==> config.mk <==
export PLATFORM = sky130hd
export DESIGN_NAME = fft_round_sat_pipe_flat
export DESIGN_NICKNAME = d
export VERILOG_FILES = /design/src/rtl/fft_round_sat_pipe_pkg.sv /design/src/rtl/fft_round_sat_pipe_if.sv /design/src/rtl/fft_round_sat_pipe_lane.sv /design/src/rtl/fft_round_sat_pipe.sv /design/src/flat_wrapper.sv
export SDC_FILE = /design/constraint.sdc
export NUM_CORES = 1
export LEC_CHECK = 0
export CAP_MARGIN = 0
export CORE_ASPECT_RATIO = 1.2
export CORE_MARGIN = 10
export CORE_UTILIZATION = 51
export DETAILED_ROUTE_END_ITERATION = 8
export PLACE_DENSITY_LB_ADDON = 0.05
export REMOVE_ABC_BUFFERS = 1
export SLEW_MARGIN = 30
export SYNTH_ARGS = -nofsm -noshare
export SYNTH_HDL_FRONTEND = slang
export SYNTH_HIERARCHICAL = 1
export SYNTH_SLANG_ARGS = --single-unit
==> constraint.sdc <==
create_clock -name clk -period 2.2 [get_ports clk]
set_clock_uncertainty 0.05 [all_clocks]
set_input_delay 0.33 -clock clk [delete_from_list [all_inputs] [get_ports clk]]
set_output_delay 0.33 -clock clk [all_outputs]
set_load 0.01 [all_outputs]
==> src/rtl/fft_round_sat_pipe_pkg.sv <==
// Shared types and the rounding-bias helper for the FFT requantiser.
package fft_round_pkg;

    typedef enum logic [1:0] {
        RND_TRUNC     = 2'd0,
        RND_HALF_ZERO = 2'd1,
        RND_HALF_AWAY = 2'd2,
        RND_HALF_EVEN = 2'd3
    } rnd_mode_e;

    // Value added before the floor shift so that the shift lands on the chosen rounding.
    function automatic int unsigned bias(input logic x_sign, input logic keep_lsb,
                                         input rnd_mode_e mode, input int unsigned shift);
        int unsigned h;
        h    = 32'd1 << (shift - 32'd1);
        bias = 32'd0;
        case (mode)
            RND_TRUNC:     bias = 32'd0;
            RND_HALF_ZERO: bias = x_sign ? h : h - 32'd1;
            RND_HALF_AWAY: bias = x_sign ? h - 32'd1 : h;
            RND_HALF_EVEN: bias = h - 32'd1 + 32'(keep_lsb);
            default:       bias = 32'd0;
        endcase
    endfunction

endpackage

==> src/rtl/fft_round_sat_pipe_if.sv <==
// Complex-sample stream: input beat side and output beat side of the requantiser.
interface fft_round_sat_pipe_if
    import fft_round_pkg::*;
#(
    parameter int unsigned IN_W  = 16,
    parameter int unsigned OUT_W = 12
);
    logic             in_valid;
    logic             in_ready;
    logic [IN_W-1:0]  in_re;
    logic [IN_W-1:0]  in_im;
    logic             in_last;
    rnd_mode_e        in_mode;
    logic             out_valid;
    logic             out_ready;
    logic [OUT_W-1:0] out_re;
    logic [OUT_W-1:0] out_im;
    logic             out_last;
    logic             out_sat;

    modport master (
        output in_valid, in_re, in_im, in_last, in_mode, out_ready,
        input  in_ready, out_valid, out_re, out_im, out_last, out_sat
    );

    modport slave (
        input  in_valid, in_re, in_im, in_last, in_mode, out_ready,
        output in_ready, out_valid, out_re, out_im, out_last, out_sat
    );
endinterface

==> src/rtl/fft_round_sat_pipe_lane.sv <==
// One component lane: S1 rounds and drops SHIFT LSBs, S2 saturates to OUT_W bits.
module fft_round_sat_lane
    import fft_round_pkg::*;
#(
    parameter int unsigned IN_W    = 16,
    parameter int unsigned OUT_W   = 12,
    parameter int unsigned SHIFT   = 4,
    parameter bit          SYM_SAT = 1'b0
) (
    input  logic             clk,
    input  logic             rst_n,
    input  logic             s1_en,
    input  logic             s2_en,
    input  logic [IN_W-1:0]  x,
    input  rnd_mode_e        mode,
    output logic [OUT_W-1:0] y,
    output logic             sat_c
);
    localparam int unsigned EXT_W = IN_W + 1;
    localparam int unsigned R_W   = EXT_W - SHIFT;
    localparam int          MAX_I = (2 ** (OUT_W - 1)) - 1;
    localparam int          MIN_I = SYM_SAT ? -MAX_I : -MAX_I - 1;
    localparam logic signed [R_W-1:0] MAX_R = R_W'(MAX_I);
    localparam logic signed [R_W-1:0] MIN_R = R_W'(MIN_I);

    logic signed [EXT_W-1:0] sum_c;
    logic signed [R_W-1:0]   r_c;
    logic signed [R_W-1:0]   r_q;
    logic                    hi_c;
    logic                    lo_c;

    // One extra bit of headroom keeps x + bias from wrapping before the floor shift.
    always_comb begin
        sum_c = $signed({x[IN_W-1], x})
              + $signed(EXT_W'(bias(x[IN_W-1], x[SHIFT], mode, SHIFT)));
        r_c   = R_W'(sum_c >>> SHIFT);
    end

    always_comb begin
        hi_c  = r_q > MAX_R;
        lo_c  = r_q < MIN_R;
        sat_c = hi_c | lo_c;
    end

    always_ff @(posedge clk or negedge rst_n) begin
        if (!rst_n) begin
            r_q <= '0;
            y   <= '0;
        end else begin
            if (s1_en) r_q <= r_c;
            if (s2_en) begin
                if (hi_c)      y <= OUT_W'(MAX_I);
                else if (lo_c) y <= OUT_W'(MIN_I);
                else           y <= OUT_W'(r_q);
            end
        end
    end

endmodule

==> src/rtl/fft_round_sat_pipe.sv <==
// Two-stage complex requantiser with valid/ready flow control and saturation statistics.
module fft_round_sat_pipe
    import fft_round_pkg::*;
#(
    parameter int unsigned IN_W    = 16,
    parameter int unsigned OUT_W   = 12,
    parameter int unsigned SHIFT   = 4,
    parameter bit          SYM_SAT = 1'b0,
    parameter int unsigned CNT_W   = 16
) (
    input  logic               clk,
    input  logic               rst_n,
    fft_round_sat_pipe_if.slave bus,
    input  logic               stat_clr,
    output logic [CNT_W-1:0]   sat_count,
    output logic               sat_sticky
);
    logic s1_valid;
    logic s1_last;
    logic s1_load_c;
    logic s2_load_c;
    logic s1_en_c;
    logic s2_en_c;
    logic sat_re_c;
    logic sat_im_c;
    logic sat_hit_c;

    // Each stage advances when it is empty or the stage after it is advancing.
    assign s2_load_c    = !bus.out_valid | bus.out_ready;
    assign s1_load_c    = !s1_valid | s2_load_c;
    assign s1_en_c      = s1_load_c & bus.in_valid;
    assign s2_en_c      = s2_load_c & s1_valid;
    assign bus.in_ready = s1_load_c;
    assign sat_hit_c    = bus.out_valid & bus.out_ready & bus.out_sat;

    fft_round_sat_lane #(
        .IN_W(IN_W), .OUT_W(OUT_W), .SHIFT(SHIFT), .SYM_SAT(SYM_SAT)
    ) u_lane_re (
        .clk(clk), .rst_n(rst_n), .s1_en(s1_en_c), .s2_en(s2_en_c),
        .x(bus.in_re), .mode(bus.in_mode), .y(bus.out_re), .sat_c(sat_re_c)
    );

    fft_round_sat_lane #(
        .IN_W(IN_W), .OUT_W(OUT_W), .SHIFT(SHIFT), .SYM_SAT(SYM_SAT)
    ) u_lane_im (
        .clk(clk), .rst_n(rst_n), .s1_en(s1_en_c), .s2_en(s2_en_c),
        .x(bus.in_im), .mode(bus.in_mode), .y(bus.out_im), .sat_c(sat_im_c)
    );

    always_ff @(posedge clk or negedge rst_n) begin
        if (!rst_n) begin
            s1_valid      <= 1'b0;
            s1_last       <= 1'b0;
            bus.out_valid <= 1'b0;
            bus.out_last  <= 1'b0;
            bus.out_sat   <= 1'b0;
        end else begin
            if (s1_load_c) s1_valid      <= bus.in_valid;
            if (s1_en_c)   s1_last       <= bus.in_last;
            if (s2_load_c) bus.out_valid <= s1_valid;
            if (s2_en_c) begin
                bus.out_last <= s1_last;
                bus.out_sat  <= sat_re_c | sat_im_c;
            end
        end
    end

    // A clear in the same cycle as a counted beat drops that beat's event.
    always_ff @(posedge clk or negedge rst_n) begin
        if (!rst_n) begin
            sat_count  <= '0;
            sat_sticky <= 1'b0;
        end else if (stat_clr) begin
            sat_count  <= '0;
            sat_sticky <= 1'b0;
        end else if (sat_hit_c) begin
            if (sat_count != '1) sat_count <= sat_count + CNT_W'(1);
            sat_sticky <= 1'b1;
        end
    end

endmodule
==> src/flat_wrapper.sv <==
// flat-port wrapper written by rule: the top's interface ports become plain ports
module fft_round_sat_pipe_flat import fft_round_pkg::*;
#(
    parameter int unsigned IN_W    = 16,
    parameter int unsigned OUT_W   = 12,
    parameter int unsigned SHIFT   = 4,
    parameter bit          SYM_SAT = 1'b0,
    parameter int unsigned CNT_W   = 16
)
  (clk, rst_n, stat_clr, sat_count, sat_sticky, bus_in_valid, bus_in_re, bus_in_im, bus_in_last, bus_in_mode, bus_out_ready, bus_in_ready, bus_out_valid, bus_out_re, bus_out_im, bus_out_last, bus_out_sat);
  fft_round_sat_pipe_if #(.IN_W(IN_W), .OUT_W(OUT_W)) bus_i ();
  input  logic clk;
  input  logic rst_n;
  input  logic stat_clr;
  output logic [CNT_W-1:0] sat_count;
  output logic sat_sticky;
  input wire logic [$bits(bus_i.in_valid)-1:0] bus_in_valid;
  input wire logic [$bits(bus_i.in_re)-1:0] bus_in_re;
  input wire logic [$bits(bus_i.in_im)-1:0] bus_in_im;
  input wire logic [$bits(bus_i.in_last)-1:0] bus_in_last;
  input wire logic [$bits(bus_i.in_mode)-1:0] bus_in_mode;
  input wire logic [$bits(bus_i.out_ready)-1:0] bus_out_ready;
  output wire logic [$bits(bus_i.in_ready)-1:0] bus_in_ready;
  output wire logic [$bits(bus_i.out_valid)-1:0] bus_out_valid;
  output wire logic [$bits(bus_i.out_re)-1:0] bus_out_re;
  output wire logic [$bits(bus_i.out_im)-1:0] bus_out_im;
  output wire logic [$bits(bus_i.out_last)-1:0] bus_out_last;
  output wire logic [$bits(bus_i.out_sat)-1:0] bus_out_sat;
  assign bus_i.in_valid = bus_in_valid;
  assign bus_i.in_re = bus_in_re;
  assign bus_i.in_im = bus_in_im;
  assign bus_i.in_last = bus_in_last;
  assign bus_i.in_mode = bus_in_mode;
  assign bus_i.out_ready = bus_out_ready;
  assign bus_in_ready = bus_i.in_ready;
  assign bus_out_valid = bus_i.out_valid;
  assign bus_out_re = bus_i.out_re;
  assign bus_out_im = bus_i.out_im;
  assign bus_out_last = bus_i.out_last;
  assign bus_out_sat = bus_i.out_sat;
  fft_round_sat_pipe #(.IN_W(IN_W), .OUT_W(OUT_W), .SHIFT(SHIFT), .SYM_SAT(SYM_SAT), .CNT_W(CNT_W)) u_core (.clk(clk), .rst_n(rst_n), .bus(bus_i), .stat_clr(stat_clr), .sat_count(sat_count), .sat_sticky(sat_sticky));
endmodule
==> Word level (Yosys, flattened, before mapping) <==
Index checks and enable logic that the tools add are counted.
{ "classes": {"n_addsub": 5, "n_lt_le_gt_ge": 4, "n_eq_ne": 4, "mux": 15, "bitwise": 9, "reduce_logical": 6} }
{ "op_table": {"columns": ["cell", "n"], "rows": [
  ["17-bit case mux with 4 select lines", 2],
  ["12-bit 2-to-1 mux", 4],
  ["16-bit 2-to-1 mux", 3],
  ["16-bit by 17-bit adder with 17-bit output", 2],
  ["13-bit by 12-bit greater-than comparator with 1-bit output (second input constant)", 2],
  ["13-bit by 12-bit less-than comparator with 1-bit output (second input constant)", 2],
  ["16-bit by 1-bit adder with 16-bit output (second input constant)", 1],
  ["4-bit 2-to-1 mux", 4],
  ["16-bit inequality test (second input constant)", 1],
  ["3-bit by 1-bit adder with 4-bit output (first input constant)", 2],
  ["1-bit OR", 5],
  ["1-bit bitwise AND", 4],
  ["2-bit equality test (second input constant)", 2],
  ["2-bit nonzero test", 2],
  ["2-bit by 1-bit equality test with 1-bit output (second input constant)", 1],
  ["1-bit zero test", 2],
  ["2-bit zero test", 1],
  ["1-bit 2-to-1 mux", 2],
  ["2-bit AND reduction", 1]
]} }
{ "word_totals": {"reg_bits": 72, "in_bits": 40, "elab_cells": 54} }

==> Longest topological paths before layout <==
{ "logic_depth": {"depth_word": 4, "mapped_depth": 9, "mapped_depth_nobuf": 8} }

==> Modules after synthesis <==
Netlist, hierarchy kept.
{ "by_module_without_submodules": {"columns": ["module", "n_inst", "cells_per_inst", "area_each_um2", "seq_area_each_um2"], "rows": [
  ["fft_round_sat_lane", 2, 134, 1430.1, 625.6],
  ["fft_round_sat_pipe", 1, 119, 1141.1, 550.5]
]} }

==> Worst setup path after synthesis <==
Ideal clock, no wire load.
{ "synth_path": {"path_type": "input to register", "from": "in bus_in_im[15]", "to": "reg u_core.u_lane_im.r_q[0]", "setup_ns": 0.125, "arrival_time_ns": 2.069, "required_time_ns": 2.025, "slack_ns": -0.044, "path_stages": 9, "cell_sequence": "mux2i_1 > a31oi_1 > ha_1 > a21o_1 > a21oi_1 > buf_1 > nand2_1 > xnor2_1 > mux2_2"} }
{ "synth_via": {"elab_chain_cells": 3, "word_cells_on_any_way": 4, "classes_between": "add/sub (1); mux (3)"} }
{ "synth_rtl": {"columns": ["item", "line", "source"], "rows": [
  ["start, declared", "flat_wrapper.sv:19", "input wire logic [$bits(bus_i.in_im)-1:0] bus_in_im;"],
  ["4-bit 2-to-1 mux (on tied branches)", "fft_round_sat_pipe_pkg.sv:20, fft_round_sat_pipe_pkg.sv:19", null],
  ["17-bit case mux with 4 select lines (*)", "fft_round_sat_pipe_pkg.sv:17", "case (mode)"],
  ["16-bit by 17-bit adder with 17-bit output (*)", "fft_round_sat_pipe_lane.sv:35", "+ $signed(EXT_W'(bias(x[IN_W-1], x[SHIFT], mode, SHIFT)));"],
  ["end signal, assigned", "fft_round_sat_pipe_lane.sv:50", "if (s1_en) r_q <= r_c;"],
  ["end, declared", "fft_round_sat_pipe_lane.sv:28", "logic signed [R_W-1:0] r_q;"]
]} }
Every way passes the cells marked *; elsewhere a longest branch is shown, timed or not. The select of a mux whose other input is x is not followed.
A chain may end at the register's enable or synchronous reset.

==> Worst setup path in the final report <==
{ "layout_path": {"from": "in bus_in_mode[1]", "to": "reg u_core.u_lane_re.r_q[12]"} }
{ "layout_via": {"elab_chain_cells": 3, "word_cells_on_any_way": 6, "classes_between": "add/sub (1); eq/ne (3); mux (1); reduce/logical (1)"} }
{ "layout_rtl": {"columns": ["item", "line", "source"], "rows": [
  ["start, declared", "flat_wrapper.sv:21", "input wire logic [$bits(bus_i.in_mode)-1:0] bus_in_mode;"],
  ["2-bit equality test (tied with other cells)", "fft_round_sat_pipe_pkg.sv:17", null],
  ["17-bit case mux with 4 select lines (*)", "fft_round_sat_pipe_pkg.sv:17", null],
  ["16-bit by 17-bit adder with 17-bit output (*)", "fft_round_sat_pipe_lane.sv:35", null],
  ["end signal, assigned", "fft_round_sat_pipe_lane.sv:50", null],
  ["end, declared", "fft_round_sat_pipe_lane.sv:28", null]
]} }
Marks and branches as above.

==> summary.md <==
| Metric | Value |
|---|---|
| Synthesis-to-layout area growth | `35.0%` |
| Min-Delay Path Class | `in -> reg` |
| Sequential-to-total area share from yosys stat | `0.450` |
| DP Area | `0.00513 mm²` |
| Final setup vio count | `0` |
| #FFs+latches synth | `72` |
| Chip width | `101 µm` |
| Crit path DAT | `2.27 ns` |
| Clock Sink Count | `72` |
| Clock buffer depth | `2` |
| Layout cells sized above 1 | `0.220` |
| Hold WS | `0.396 ns` |
| Lkg Pwr | `2.05 nW` |
| Synth top area share | `0.450` |
| Final Worst Setup Slack | `0.0809 ns` |
| Clock Power Share | `0.274` |
| Synthesized area per cell | `10.3 µm²` |
| DP HPWL | `7.23 mm` |
| Mapped Area | `0.00400 mm²` |
| Die Span Y | `117 µm` |
| First-pass GRT wire length | `16.2 mm` |
| Starting DRT DRC Count | `142` |
| Internal power | `2.80 mW` |
| Via count | `3398` |
| Pins Over Slew Limit | `0` |
| All-Layer GR Usage | `0.168` |
| Place WS | `-0.765 ns` |
| Clock Pin Slew Worst Setup and Hold Paths | `0.07 ns` |
| First-pass detailed-route iteration total | `4` |
| TritonCTS Buffers | `9` |
| P_sw | `1.12 mW` |
| Worst setup path class | `in -> reg` |
| Most common cell in the synthesized netlist | `dfrtp_1` |
| Via/cell ratio | `5.70` |
| IO Pins | `85` |
| Final wirelength | `9.68 mm` |
| # DRC | `0` |
| EDFF count, synth | `0` |
| Antenna violations before repair | `0` |
| Hold wc startpoint | `bus_in_im[15]` |
| Skew-Pair Late Insertion Delay | `0.34 ns` |
| CORE AREA | `0.00766 mm²` |
| Routability cong. | `0.895` |
| Synth Flop Type | `dfrtp_1` |
| Final Non-Filler Cells | `596` |
| RSZ-0062 raised after global routing | `false` |
| Worst Setup End Kind | `flop` |
| Crit start category | `primary input` |
| Synth Warn # | `6` |
| Row count | `35` |
| CTS tree | `done` |
| Final hold viol count | `0` |
| Placed cells | `574` |
| Critical Path Source | `bus_in_mode[1]` |
| Relative slew margins | `0.663` |
| Final period utilization | `0.963` |
| Antenna cell count | `0` |
| Port bufs | `84` |
| Net Sw Frac | `0.286` |
| Fin crit period | `2.12 ns` |
| Areal power density over the cells | `726 mW/mm²` |
| ANT nets after route | `0` |
| Logic pwr share | `0.288` |
| Routed WL per cell | `16.2 µm` |
| Vias in the first global route | `3514` |
| H-tree level count | `3` |
| Largest net degree at the start of global routing | `42` |
| Max IR drop VDD | `0.372 mV` |
| Post-route cell area | `0.00540 mm²` |
| Max FO, Critical Path | `6` |
| Worst R2R Start | `u_core/sat_count[0]` |
| Most frequent cells after synthesis | `72 x dfrtp_1, 45 x a21oi_1, 32 x mux2_2` |
| Max_cap viols | `0` |
| Syn Inst Count | `387` |
| Worst slew pin tran | `0.505 ns` |
| Async set-reset flop share out of synthesis | `1.00` |
| Die ar. | `0.0118 mm²` |
| Initial Util | `0.522` |
| Outcome | `finished, final reports clean` |
| GRT overflow | `0` |
| Clock root cell | `clkbuf_8` |
| Area contributors post-synth | `dfrtp_1 45%, mux2_2 9.0%, a21oi_1 5.6%` |
| Synth cell types | `45` |
| Critical path required time | `2.35 ns` |
| Layout Nets | `547` |
| Max Fclk | `0.472 GHz` |
| Largest area contributor in the netlist | `dfrtp_1` |
| Seq pwr share | `0.438` |
-- layer usage --
| metal | GRT usage | up-vias | wire length (µm) |
|---|---|---|---|
| met4 | 0.0594 | 0 | 133 |
| met2 | 0.282 | 113 | 4650 |
| met1 | 0.195 | 1630 | 4200 |
| met3 | 0.0564 | 13 | 695 |
| li1 | - | 1642 | - |
| met5 | 0 | - | 0 |
-- state kept, by name, indices dropped and copies added, names as in the netlist --
name,flops
u_core/bus.out_last,1
u_core/bus.out_sat,1
u_core/bus.out_valid,1
u_core/s1_last,1
u_core/s1_valid,1
u_core/sat_count,16
u_core/sat_sticky,1
u_core/u_lane_im/r_q,13
u_core/u_lane_im/y,12
u_core/u_lane_re/r_q,13
u_core/u_lane_re/y,12
-- final timing paths --
check | to | slack (ns) | depth (start not counted)
max reg2reg | u_core/sat_count[12] | 0.17 | 5
min reg2reg | u_core/u_lane_im/y[7] | 0.46 | 1
max | u_core/u_lane_re/r_q[12] | 0.08 | 10
max in group asynchronous | u_core/u_lane_im/r_q[12] | 1.07 | 3
min | u_core/u_lane_im/r_q[11] | 0.40 | 4
min in group asynchronous | u_core/sat_count[9] | 0.44 | 2
-- timing repair --
| action | 4_1_cts | 5_1_grt |
|---|---|---|
| resized for setup | 18 | 10 |
| gates cloned | 2 | 1 |
| setup endpoints to repair | 26 | 19 |
| buffers inserted | 2 | 1 |
| hold endpoints to repair | 36 | 0 |
| hold buffers | 1 | 0 |
| pin swaps | 5 | 10 |
-- kinds of logic (layout without fill, tap and decap cells) --
| family | count (synthesis) | after routing | share of synthesized area |
|---|---|---|---|
| buf+inv | 31 | 146 | 0.0331 |
| mux | 36 | 36 | 0.100 |
| simple gates | 110 | 110 | 0.148 |
| xor+xnor | 24 | 24 | 0.0525 |
| flops | 72 | 72 | 0.450 |
| fa+ha+maj | 29 | 29 | 0.0769 |
| compound gates | 85 | 87 | 0.139 |
-- cell type report --
cell class | count | area [µm²]
flip-flops and latches | 72 | 1800
fillers | 613 | 2260
multi-input cells | 286 | 2120
repair buffers | 122 | 1130
clock buffers | 11 | 151
inverters | 9 | 33.8
clock inverters | 4 | 52.6
well taps | 92 | 115
-- placed cells by master, fill, tap and decap left out, types with 4 or more instances in the layout --
| cell | synthesis | routed |
|---|---|---|
| clkdlybuf4s50_1 | 0 | 77 |
| nand3_1 | 16 | 16 |
| o31ai_1 | 6 | 6 |
| inv_1 | 9 | 9 |
| a211oi_2 | 4 | 4 |
| clkbuf_8 | 0 | 11 |
| nand2_1 | 19 | 19 |
| or3_1 | 4 | 4 |
| maj3_1 | 22 | 22 |
| xnor2_1 | 20 | 20 |
| a21oi_1 | 45 | 41 |
| mux2_2 | 32 | 32 |
| a31oi_1 | 7 | 6 |
| buf_4 | 0 | 35 |
| nand4_1 | 7 | 7 |
| xor2_1 | 4 | 4 |
| o21ai_0 | 6 | 6 |
| ha_1 | 7 | 7 |
| or4_1 | 7 | 7 |
| buf_2 | 0 | 4 |
| and4_1 | 5 | 5 |
| a21oi_2 | 2 | 6 |
| dfrtp_1 | 72 | 72 |
| nor2_1 | 28 | 28 |
| nand3b_1 | 5 | 5 |
-- critical path, cell delays in order --
cell	delay [ns]
buf_2	0.14
buf_4	0.16
mux2i_1	0.15
a31oi_1	0.07
ha_1	0.31
nand4_1	0.14
a311o_2	0.44
a211oi_4	0.31
a21oi_2	0.07
o21bai_1	0.15
-- through the flow --
| stage | power (mW) | setup TNS (ns) | utilization |
|---|---|---|---|
| 3_3_place_gp | 2.83 | -14.59 | 0.669 |
| 3_5_place_dp | 2.87 | -17.48 | 0.669 |
| 6_report | 3.92 | 0 | 0.705 |
| 4_1_cts | 3.96 | 0 | 0.704 |
| 5_1_grt | 4.15 | 0 | 0.705 |
| 2_1_floorplan | 2.22 | -2.87 | - |
-- power groups by stage --
stage / Clock, mW / Combinational (mW) / Sequential, mW
2_1_floorplan: 0 / 0.444 / 1.78
3_3_place_gp: 0 / 1.10 / 1.73
3_5_place_dp: 0 / 1.12 / 1.75
4_1_cts: 1.10 / 1.14 / 1.72
5_1_grt: 1.16 / 1.24 / 1.75
6_report: 1.07 / 1.13 / 1.72
No activity file was read; power rests on OpenSTA's default activity.
